$ cat config.mk
export PLATFORM = sky130hd
export DESIGN_NAME = data_mem_arbiter
export DESIGN_NICKNAME = d
export VERILOG_FILES = /design/src/rtl/data_mem_arbiter.sv
export SDC_FILE = /design/constraint.sdc
export NUM_CORES = 1
export LEC_CHECK = 0
export CAP_MARGIN = 40
export CORE_MARGIN = 2
export CORE_UTILIZATION = 32
export DETAILED_ROUTE_END_ITERATION = 10
export PLACE_DENSITY = 0.78
export SYNTH_ARGS = -nofsm -noshare
export SYNTH_HDL_FRONTEND = slang
export SYNTH_SLANG_ARGS = --single-unit
$ cat constraint.sdc
create_clock -name clk -period 1.7 [get_ports clk]
set_input_delay 0.34 -clock clk [delete_from_list [all_inputs] [get_ports clk]]
set_output_delay 0.34 -clock clk [all_outputs]
set_load 0.05 [all_outputs]
$ cat src/rtl/data_mem_arbiter.sv
// Two-port round-robin arbiter/sequencer in front of a synchronous word-addressed data memory.
// Each accepted request runs IDLE -> ACCESS -> RESP, so at most one transaction every three cycles.
module data_mem_arbiter #(
  parameter int XLEN       = 32,
  parameter int TAM        = 16,
  parameter int ADDRESSLEN = 32
) (
  input  logic                  clk,
  input  logic                  rst,
  input  logic                  p0_req,
  output logic                  p0_ready,
  input  logic                  p0_we,
  input  logic [ADDRESSLEN-1:0] p0_addr,
  input  logic [XLEN-1:0]       p0_wdata,
  output logic                  p0_rsp_valid,
  input  logic                  p1_req,
  output logic                  p1_ready,
  input  logic                  p1_we,
  input  logic [ADDRESSLEN-1:0] p1_addr,
  input  logic [XLEN-1:0]       p1_wdata,
  output logic                  p1_rsp_valid,
  output logic                  rsp_err,
  output logic [XLEN-1:0]       rsp_rdata,
  output logic [ADDRESSLEN-1:0] mem_address,
  output logic [XLEN-1:0]       mem_data,
  output logic                  mem_iWrite,
  input  logic [XLEN-1:0]       mem_out
);
  typedef enum logic [1:0] {IDLE, ACCESS, RESP} state_t;

  localparam logic [ADDRESSLEN-3:0] WORDS = (ADDRESSLEN-2)'(TAM);

  state_t                state;
  logic                  last_grant, owner_q, we_q, err_q;
  logic [ADDRESSLEN-1:0] addr_q;
  logic [XLEN-1:0]       wdata_q;

  logic                  gnt0, gnt1, sel_we, sel_err, in_resp;
  logic [ADDRESSLEN-1:0] sel_addr;
  logic [XLEN-1:0]       sel_wdata;

  // On contention the port that did not win last time gets the grant.
  assign gnt0 = (state == IDLE) && !rst && p0_req && (!p1_req || last_grant);
  assign gnt1 = (state == IDLE) && !rst && p1_req && (!p0_req || !last_grant);

  assign p0_ready  = gnt0;
  assign p1_ready  = gnt1;

  assign sel_we    = gnt1 ? p1_we    : p0_we;
  assign sel_addr  = gnt1 ? p1_addr  : p0_addr;
  assign sel_wdata = gnt1 ? p1_wdata : p0_wdata;
  assign sel_err   = (sel_addr[1:0] != 2'b00) || (sel_addr[ADDRESSLEN-1:2] >= WORDS);

  always_ff @(posedge clk) begin
    if (rst) begin
      state      <= IDLE;
      last_grant <= 1'b1;
      owner_q    <= 1'b0;
      we_q       <= 1'b0;
      err_q      <= 1'b0;
      addr_q     <= '0;
      wdata_q    <= '0;
    end else begin
      case (state)
        IDLE: if (gnt0 || gnt1) begin
          owner_q    <= gnt1;
          last_grant <= gnt1;
          we_q       <= sel_we;
          addr_q     <= sel_addr;
          wdata_q    <= sel_wdata;
          err_q      <= sel_err;
          state      <= ACCESS;
        end
        ACCESS:  state <= RESP;
        RESP:    state <= IDLE;
        default: state <= IDLE;
      endcase
    end
  end

  // Address stays on the bus through RESP so mem_out keeps showing the accessed word.
  assign mem_address  = addr_q;
  assign mem_data     = wdata_q;
  assign mem_iWrite   = (state == ACCESS) && we_q && !err_q && !rst;

  assign in_resp      = (state == RESP) && !rst;
  assign p0_rsp_valid = in_resp && !owner_q;
  assign p1_rsp_valid = in_resp && owner_q;
  assign rsp_err      = in_resp && err_q;
  assign rsp_rdata    = (in_resp && !we_q && !err_q) ? mem_out : '0;
endmodule

### Yosys cells after proc, flatten, opt, wreduce, memory -nomap -nowiden

Index checks and enable logic that the tools add are counted.

| storage, ports and cells | value |
|---|---|
| bits in registers | 70 |
| output and inout bits | 102 |
| word-level logic and storage cells | 45 |

| cells by class | value |
|---|---|
| order comparisons | 1 |
| equality and inequality tests | 3 |
| mux-type cells | 6 |
| reductions and logical operators | 28 |

Operator list:

| cell | count |
|---|---|
| 32-bit 2-to-1 mux | 3 |
| 30-bit by 5-bit greater-or-equal comparator with 1-bit output (second input constant) | 1 |
| 1-bit logical AND | 14 |
| 1-bit logical NOT | 7 |
| 1-bit logical OR | 4 |
| 2-bit case mux with 2 select lines | 1 |
| 2-bit by 1-bit == test with 1-bit output (second input constant) | 1 |
| 2-bit == test (second input constant) | 1 |
| 2-bit logical NOT | 1 |
| 2-bit 2-to-1 mux | 1 |
| 2-bit by 1-bit inequality test with 1-bit output (second input constant) | 1 |
| 2-bit AND reduction | 1 |
| 2-bit nonzero test | 1 |
| 1-bit 2-to-1 mux | 1 |

### Depth between registers and ports, before layout

| depth | value |
|---|---|
| depth in word-level cells | 7 |
| mapped depth | 7 |
| mapped depth without buffers | 5 |

### Worst setup path before layout

Ideal clock, no wire load.

| path | value |
|---|---|
| kind | input -> output |
| start point | input port rst |
| end point | output port rsp_rdata[10] |
| arrival | 1.646 ns |
| data required time | 1.360 ns |
| slack | -0.286 ns |
| cell stages on the path | 6 |
| buffers on the path | 2 |
| cells stage by stage | buf_2 nor2_1 nand2_1 nor3_1 clkbuf_1 and2_1 |

| between the ends | value |
|---|---|
| cells in the longest elaborated chain, start to end | 5 |

Ends and longest elaborated chain:

| what | RTL line | text |
|---|---|---|
| start, declared | 9 | `input logic rst,` |
| 1-bit logical NOT | 86 | `assign in_resp = (state == RESP) && !rst;` |
| 1-bit logical AND | 86 |  |
| 1-bit logical AND (2 in a row) | 90 | `assign rsp_rdata = (in_resp && !we_q && !err_q) ? mem_out : '0;` |
| 32-bit 2-to-1 mux | 90 |  |
| end, declared | 23 | `output logic [XLEN-1:0] rsp_rdata,` |

No other way between the ends.

### Worst setup path in the final report

| path | value |
|---|---|
| start point | register state[0] |
| end point | output port p1_ready |

| between the ends | value |
|---|---|
| cells in the longest elaborated chain, start to end | 4 |

Ends and longest elaborated chain:

| what | RTL line | text |
|---|---|---|
| start, declared | 33 | `state_t state;` |
| start signal, assigned | 56 | `state <= IDLE;` |
| start signal, assigned | 72 | `state <= ACCESS;` |
| start signal, assigned | 74 | `ACCESS: state <= RESP;` |
| 2-bit logical NOT | 44 | `assign gnt1 = (state == IDLE) && !rst && p1_req && (!p0_req \|\| !last_grant);` |
| 1-bit logical AND (3 in a row) | 44 |  |
| end, declared | 17 | `output logic p1_ready,` |

No other way between the ends.

==> metrics.md <==
| Metric | Value |
|---|---|
| Status | `finished, violations left` |
| Violated checks | `negative setup slack` |
| Final WL | `16.4 mm` |
| Largest net degree at the start of global routing | `just over 50` |
| Switching share of power | `0.332` |
| Max-Cap Viols | `0` |
| Clk_lat worst skew | `around 0.33 ns` |
| Max-slew headroom | `0.514` |
| Synthesized flop and latch total | `70` |
| Tightest Pin Transition | `between 0.7 and 0.8 ns` |
| Peak supply drop | `0.000604 V` |
| DRC errors left | `0` |
| Vias | `4,470` |
| Post-synth EDFFs | `0` |
| Starting density of the core | `0.330` |
| CP required | `approximately 1.4 ns` |
| Grt met2 use | `0.430` |
| RSZ-0062 raised after global routing | `yes` |
| Drt first-iter violations | `~180` |
| Pwr Density | `728 mW/mm2` |
| Share of cells above drive strength 1 | `0.496` |
| CTS Buffer Depth | `2` |
| Synth Net Count | `559` |
| H-tree levels | `3` |
| Clock Skew | `about 0.0065 ns` |
| Setup CP Type | `reg -> out` |
| CTS tree | `yes` |
| Clk slew on worst S/H paths | `0.06 ns` |
| # clock sinks | `70` |
| Period utilization | `1.11` |
| Drt first pass iters | `4` |
| Worst Setup End Kind | `primary output` |
| Placed cells | `803` |
| Setup TNS | `-6.02 ns` |
| Critical Path Max Stage Delay | `0.34 ns` |
| Hold crit path type | `in -> reg` |
| Slowest stage cell on the critical path | `dfxtp_2` |
| Total GRT Usage | `0.219` |
| Number of global-route vias before repair | `approximately 4,400` |
| Ant. Diodes | `0` |
| Via density | `5.20` |
| Initial antenna violation count | `0` |
| Die Ht | `roughly 110 um` |
| Layout net count | `877` |
| Synth Flop Type | `dfxtp_1` |
| Seq/Total Area, Yosys | `0.371` |
| Final Max Slew Viols | `0` |
| Grt met3 use | `0.0659` |
| Fmax | `0.530 GHz` |
| Cell internal pwr | `0.00396 W` |
| Met1 Use GR | `0.223` |
| Worst Path Max Fanout | `2` |
| Reg power frac | `0.320` |
| Synthesized area per cell | `9.62 um2` |
| Leakage | `3.44 nW` |
| Min Hold Slack | `~0.35 ns` |
| Rows | `39` |
| Crit path DAT | `roughly 1.6 ns` |
| Routability cong. | `0.921` |
| Async S/R FF share, synth | `0` |
| Inserted Clock Buffers | `9` |
| Worst path cell trace | `buf_6 > nor3_4 > buf_6 > buf_6 > nand2_8 > clkinv_4 > buf_8` |
| Min cycle time layout | `~1.9 ns` |
| # IOs | `268` |
| Psw | `just under 0.002 W` |
| Hold Vio Cnt, Final | `0` |
| Util after Layout | `0.710` |
| Post-DP HPWL | `11.0 mm` |
| Count of input and output buffers | `roughly 270` |
| Final setup violation count | `69` |
| Library cells used by synthesis | `34` |
| Die area | `roughly 0.013 mm2` |
| Core region area | `0.0115 mm2` |
| Cells after Synth | `393` |
| Buf/Inv on CP | `5` |
| Final cell count without fillers | `859` |
| Clk pwr share | `0.314` |
| Most used cell, CP | `buf_6` |
| Final worst slack | `-0.188 ns` |
| CTS Hold Bufs | `0` |
| Post-DR wirelength/cell | `between 15 and 20 um` |
| Die X-Extent | `~110 um` |
| Worst path top cell family by delay | `buffers and inverters` |
| Post-synth top cells | `dfxtp_1, nor2_1, mux2i_1, a211oi_2, nand2_1` |
| Clk root buf | `clkbuf_16` |
| Startpoint class of the critical path | `flip-flop` |
| Global-route wire length before repair | `approximately 22 mm` |
| Antenna-violating nets left | `0` |
| Area leader, netlist | `dfxtp_1` |
| Mapped Area | `0.00378 mm2` |
| Synth top area share | `0.371` |
| Yosys Warn Count | `0` |
| Logic gate share of total power | `0.366` |
| Area Overhead vs Synth | `115%` |
| Busiest layer in global routing | `met2` |
| Count leader, synth | `dfxtp_1` |
| Gr ovfl total | `0` |
| Synth top area cells | `dfxtp_1, a211oi_2, mux2i_1` |
[layout make-up]
cell class	count	area, um2
Clock buffer	10	229
Tap cell	143	179
Multi-Input combinational cell	292	2530
Fill cell	833	3330
Sequential cell	70	1400
Clock inverter	6	62.6
Timing Repair Buffer	336	3720
Inverter	2	16.3
[sequential cells by signal, indices dropped and copies added (netlist names)]
register and cells:
mem_data 32, err_q 1, mem_address 32, state 2
owner_q 1, last_grant 1, we_q 1
[power by group through the flow]
stage	Clock (W)	Combinational (W)	Sequential (W)
finish	0.00186	0.00217	0.00190
CTS	0.00190	0.00195	0.00189
detailed placement	0	0.00189	0.00192
global placement	0	0.00186	0.00192
floorplan	0	0.000598	0.00237
global route	0.00199	0.00226	0.00191
[worst min-delay path, stage by stage]
cell and delay, ns:
buf_4 0.13, buf_4 0.12, nor3b_1 0.05
[worst paths after layout]
path	start	endpoint	slack, ns	depth (start not counted)
setup reg to reg	state[0]$_SDFFE_PP0P_	mem_address[2]$_SDFFE_PP0P_	-0.09	9
setup / recovery	state[0]$_SDFFE_PP0P_	p1_ready	-0.19	7
hold reg to reg	last_grant$_SDFFE_PP1P_	last_grant$_SDFFE_PP1P_	0.48	2
hold / removal	rst	state[1]$_SDFFE_PP0P_	0.35	3
[per-layer routing]
| layer | up-vias | routed length (um) |
|---|---|---|
| li1 | 2065 | - |
| met1 | 2147 | 5880 |
| met2 | 236 | 9000 |
| met3 | 22 | 1320 |
| met4 | 0 | 246 |
| met5 | - | 0 |
[cell usage in the layout (no fill, tap or decap), types with 6 or more instances in the layout]
cell type	count
clkdlybuf4s50_1	164
buf_4	97
dfxtp_1	68
buf_12	46
a211oi_2	41
mux2i_1	38
and2_4	37
nor2_1	30
nor2_2	28
nand2_1	26
buf_6	21
a311oi_2	18
clkbuf_16	14
nand2_2	12
nor4_1	12
nor2_4	9
mux2i_2	9
a211oi_1	6
[metrics by stage]
stage	worst slack (ns)	cell area [um2]	total power, W
CTS	-0.260	7550	0.00573
finish	-0.188	8140	0.00593
floorplan	-0.000313	3880	0.00297
global route	-0.234	8140	0.00617
detailed placement	-0.244	7050	0.00381
global placement	-0.228	7050	0.00377
[kinds of logic (layout without fill, tap and decap cells)]
| logic type | count (synthesis) | after routing | synth area share |
|---|---|---|---|
| multiplexers | 47 | 47 | 0.124 |
| flip-flops | 70 | 70 | 0.371 |
| buffers and inverters | 35 | 354 | 0.0582 |
| AO/OA/AOI/OAI | 72 | 72 | 0.230 |
| AND/OR/NAND/NOR | 169 | 173 | 0.217 |
[what timing repair did]
action / CTS / global route
pin swaps: 7 / 24
buffers inserted: 12 / 16
cloned: 1 / 14
setup endpoints to repair: 38 / 104
resized for setup: 29 / 86
Power figures use the tool's default switching activity.
